`config.mk`:
```
export PLATFORM = sky130hd
export DESIGN_NAME = axi_rdata_fifo_drain
export DESIGN_NICKNAME = d
export VERILOG_FILES = /design/src/rtl/axi_rdata_fifo_drain.sv
export SDC_FILE = /design/constraint.sdc
export NUM_CORES = 1
export LEC_CHECK = 0
export CORE_MARGIN = 4
export CORE_UTILIZATION = 38
export DETAILED_ROUTE_END_ITERATION = 10
export PLACE_DENSITY = 0.72
export SYNTH_ARGS = -nofsm -noshare
export SYNTH_HDL_FRONTEND = slang
export SYNTH_SLANG_ARGS = --single-unit
```
`constraint.sdc`:
```
create_clock -name clk -period 4.36 [get_ports clk]
set_clock_uncertainty 0.1 [all_clocks]
set_input_delay 0.436 -clock clk [delete_from_list [all_inputs] [get_ports clk]]
set_output_delay 0.436 -clock clk [all_outputs]
set_load 0.05 [all_outputs]
```
`src/rtl/axi_rdata_fifo_drain.sv`:
```
// AXI-domain drain of the SDRAM read-data FIFO: pops one burst's worth of words
// and replays them on the AXI4 R channel through a 2-entry skid buffer.
module axi_rdata_fifo_drain #(
    parameter int DATA_SIZE = 32,
    parameter int ID_W      = 4,
    parameter int LEN_W     = 8
) (
    input  logic                 clk,
    input  logic                 reset_n,
    input  logic                 cmd_valid,
    output logic                 cmd_ready,
    input  logic [ID_W-1:0]      cmd_id,
    input  logic [LEN_W-1:0]     cmd_len,
    input  logic                 fifo_empty,
    output logic                 fifo_rd_en,
    input  logic [DATA_SIZE-1:0] fifo_data,
    output logic                 rvalid,
    input  logic                 rready,
    output logic [DATA_SIZE-1:0] rdata,
    output logic [ID_W-1:0]      rid,
    output logic [1:0]           rresp,
    output logic                 rlast,
    output logic                 busy
);

    typedef enum logic {
        IDLE  = 1'b0,
        BURST = 1'b1
    } state_t;

    localparam logic [LEN_W:0] CNT_ONE = (LEN_W + 1)'(1);

    state_t               state, state_nxt;
    logic [ID_W-1:0]      id_q;
    logic [LEN_W:0]       pop_left;
    logic [LEN_W:0]       send_left;
    logic                 inflight;
    logic [DATA_SIZE-1:0] buf_mem [2];
    logic                 head;
    logic [1:0]           occ;
    logic [1:0]           occ_after_send;
    logic                 send;
    logic                 wr_idx;
    logic                 cmd_take;

    assign busy      = (state == BURST);
    assign cmd_ready = (state == IDLE);
    assign cmd_take  = cmd_ready & cmd_valid;

    assign rvalid = (occ != 2'd0);
    assign rdata  = buf_mem[head];
    assign rid    = id_q;
    assign rresp  = 2'b00;
    assign rlast  = rvalid & (send_left == CNT_ONE);
    assign send   = rvalid & rready;

    // A head leaving this cycle frees its slot, so a pop may be issued against it;
    // this is what keeps one beat per cycle flowing with rready held high.
    assign occ_after_send = occ - {1'b0, send};
    assign fifo_rd_en     = busy & ~fifo_empty & (pop_left != '0)
                          & ((occ_after_send + {1'b0, inflight}) < 2'd2);

    // The tail slot sits occ entries past the head.
    assign wr_idx = head ^ occ[0];

    // NOTE: every signal written in always_comb gets a default first, so no latch is inferred.
    always_comb begin
        state_nxt = state;
        case (state)
            IDLE:    if (cmd_valid)     state_nxt = BURST;
            BURST:   if (send && rlast) state_nxt = IDLE;
            default:                    state_nxt = IDLE;
        endcase
    end

    // NOTE: sequential state uses non-blocking assignments so every flop samples pre-edge values.
    always_ff @(posedge clk or negedge reset_n) begin
        if (!reset_n) state <= IDLE;
        else          state <= state_nxt;
    end

    // NOTE: the 2-entry buffer is reset because rdata is required to read 0 out of reset.
    always_ff @(posedge clk or negedge reset_n) begin
        if (!reset_n) begin
            id_q      <= '0;
            pop_left  <= '0;
            send_left <= '0;
            inflight  <= 1'b0;
            head      <= 1'b0;
            occ       <= 2'd0;
            for (int i = 0; i < 2; i++) buf_mem[i] <= '0;
        end else begin
            if (cmd_take) begin
                id_q      <= cmd_id;
                pop_left  <= {1'b0, cmd_len} + CNT_ONE;
                send_left <= {1'b0, cmd_len} + CNT_ONE;
            end else begin
                if (fifo_rd_en) pop_left  <= pop_left - CNT_ONE;
                if (send)       send_left <= send_left - CNT_ONE;
            end
            inflight <= fifo_rd_en;
            if (inflight) buf_mem[wr_idx] <= fifo_data;
            if (send)     head <= ~head;
            occ <= occ_after_send + {1'b0, inflight};
        end
    end

endmodule

```
==> impl_metrics.tcl <==
set metrics [dict create \
    cts.path.max_buffers 2 \
    pre_cts_ws_ps 668 \
    vias 3005 \
    grtUsageTotal 0.151 \
    io_pins 92 \
    report.final.slew_viol_count 0 \
    ir_drop_mv 0.480 \
    crit_required_ps 3820 \
    mostFrequentLayoutCell "mux2_2" \
    fillers 956 \
    synth-adder-area-share 0.0173 \
    nets 490 \
    fmax_mhz 269 \
    postRouteAntennaNets 0 \
    drt_iter0_drc 106 \
    worstSkewPairLatency_ps 330 \
    intPower_mw 3.02 \
    core_sq_mm 0.0110 \
    post_cts_buffers 0 \
    place.gp.congestion 0.823 \
    antenna_found_initial 0 \
    grt_max_degree 55 \
    hold_start "rid[0]" \
    ys_warn_count 0 \
    htree_levels 3 \
    hold_depth 2 \
    slew_headroom 0.447 \
    synth.area.mux_share 0.249 \
    overflow 0 \
    synth_top_area_frac 0.524 \
    first_global_vias 3189 \
    hold_end "rid[0]" \
    r2r_end "pop_left[4]" \
    syn-cell-area_sq_mm 0.00435 \
    synthFlopType "dfrtp_1" \
    hold_viol_final 0 \
    whs_ps 387 \
    critPathKind "reg2out" \
    hpwl_mm 6.68 \
    r2r_cells 9 \
    layout_min_cycle_time_ps 3710 \
    synth_top_family_by_area "multiplexers" \
    drive_gt1_frac 0.286 \
    grt_pass1_wl_mm 15.8 \
    synth_simple_gate_area_share 0.0950 \
    crit_fanout 11 \
    syn_area_per_cell_sq_um 12.5 \
    regToRegStartpoint "occ[0]" \
    synthTopCellsByArea "dfrtp_1 52%, mux2_2 25%, ha_1 1.7%" \
    synth.ff_latch_count 91 \
    period_share 0.852 \
    synth-compound-area-share 0.0599 \
    syn_inst 347 \
    p_seq_frac 0.291 \
    synth_area_leader_cell "dfrtp_1" \
    first_pass_iters 4 \
    power_frac_comb 0.549 \
    io_buffers 89 \
    start_util 0.394 \
    cts_buffers 9 \
    avgRoutedWirePerCell_microns 16.6 \
    pwr-share-clk 0.160 \
    finalSetupViolCount 0 \
    tns_ps 0 \
    clk_pin_slew_ps 60 \
    p_leak_nw 2.34 \
    regToRegSetupSlack_ps 1140 \
    ys_seq_area_frac 0.524 \
    p_per_area_mw_per_mm2 917 \
    endpoint_kind "primary output" \
    p_sw_mw 2.20 \
    seqCellArea_sq_mm 0.00228 \
    viasPerCell 5.18 \
    cap_viol_max_count 0 \
    wl_mm 9.61 \
    status "finished clean" \
    worst_pin_slew_ps 830 \
    worst_slack_ps 647 \
    multi_input_area_sq_mm 0.00194 \
    drc 0 \
    ys_types 51 \
    rsz0062_at_grt "false" \
    start_kind "flip-flop" \
    clock-sinks 91 \
    synth_edf_count 0 \
    switching_share 0.422 \
    n_antenna_cell 0 \
    die_h_microns 115 \
    syn2layout_area_growth_pct 31.1 \
    synthArstFlopShare 1.00 \
    hp-class "reg2reg" \
    num_rows 38 \
    cts_tree "built" \
    synth_xor_area_frac 0.0236 \
    final_cell_mix "96 x mux2_2, 91 x dfrtp_1, 87 x clkdlybuf4s50_1" \
    cp.arrival_ps 3180 \
    die_x_microns 115 \
    dieArea_sq_mm 0.0132 \
    cts-root-buf "clkbuf_16" \
]
## worst max-delay path by stage
stage,depth (start not counted),end,slack [ps],startpoint
floorplan,10,fifo_rd_en,1230,occ[0]
global placement,11,fifo_rd_en,750,rready
detailed placement,11,fifo_rd_en,670,rready
CTS,10,fifo_rd_en,640,occ[0]
global route,10,fifo_rd_en,410,occ[0]
finish,10,fifo_rd_en,650,occ[0]
## layout make-up
cell class	count	area share
clock inverter	6	0.0156
sequential	91	0.400
inverter	12	0.00791
timing repair buffer	95	0.164
multi-input combinational	226	0.340
tap	140	0.0307
clock buffer	10	0.0419
## routing by layer
layer	global-route usage	vias to the layer above	wire, microns
met2	0.242	91	4650
met4	0.0501	0	84
met5	0	-	0
met1	0.202	1481	4360
li1	-	1425	-
met3	0.0363	8	510
## power groups by stage
stage	registers, mW	clock network, mW	logic [mW]
2_1_floorplan	1.53	0	2.07
3_3_place_gp	1.50	0	2.85
3_5_place_dp	1.53	0	2.89
4_1_cts	1.52	0.857	2.90
5_1_grt	1.58	0.898	3.05
6_report	1.52	0.837	2.87
## per-stage QoR
step | cells | instance area [sq um] | utilization | power [mW]
CTS | 580 | 5700 | 0.517 | 5.28
detailed placement | 563 | 5360 | 0.486 | 4.42
global route | 580 | 5700 | 0.517 | 5.53
global placement | 563 | 5360 | 0.486 | 4.34
floorplan | 348 | 4350 | - | 3.59
finish | 580 | 5700 | 0.517 | 5.23
## worst max-delay path, cell delays in order (launching register included)
cell	delay [ps]
dfrtp_1	420
o21ai_1	480
inv_1	180
ha_1	300
inv_1	50
ha_1	140
xor3_1	250
or2_1	360
or2_1	340
inv_1	110
buf_4	200
## Yosys cell counts (all sizes together), types with 5 or more instances
master,number
mux2,96
clkbuf,6
or2,6
nand2,19
nand2b,5
or3,6
ha,6
dfrtp,91
buf,13
xor2,5
nor4,10
nor3,10
inv,12
nor2,8
## cell families (layout without fill, tap and decap cells)
family                   count (synthesis)  in the layout
other                                    1              2
XOR/XNOR                                10             10
AO/OA/AOI/OAI                           35             35
flip-flops                              91             91
buffers and inverters                   31            123
AND/OR/NAND/NOR                         77             77
multiplexers                            96             96
adder cells (fa/ha/maj)                  6              6
## sequential cells by signal, summed over array words and instances, names as in the netlist
register   count
buf_mem       64
busy           1
head           1
inflight       1
occ            2
pop_left       9
rid            4
send_left      9
## repair_timing
action | 4_1_cts | 5_1_grt
hold buffers | 1 | 0
hold endpoints to repair | 37 | 0
gates resized for setup | 0 | 0
Note: power is estimated with default switching activity, not from simulation.
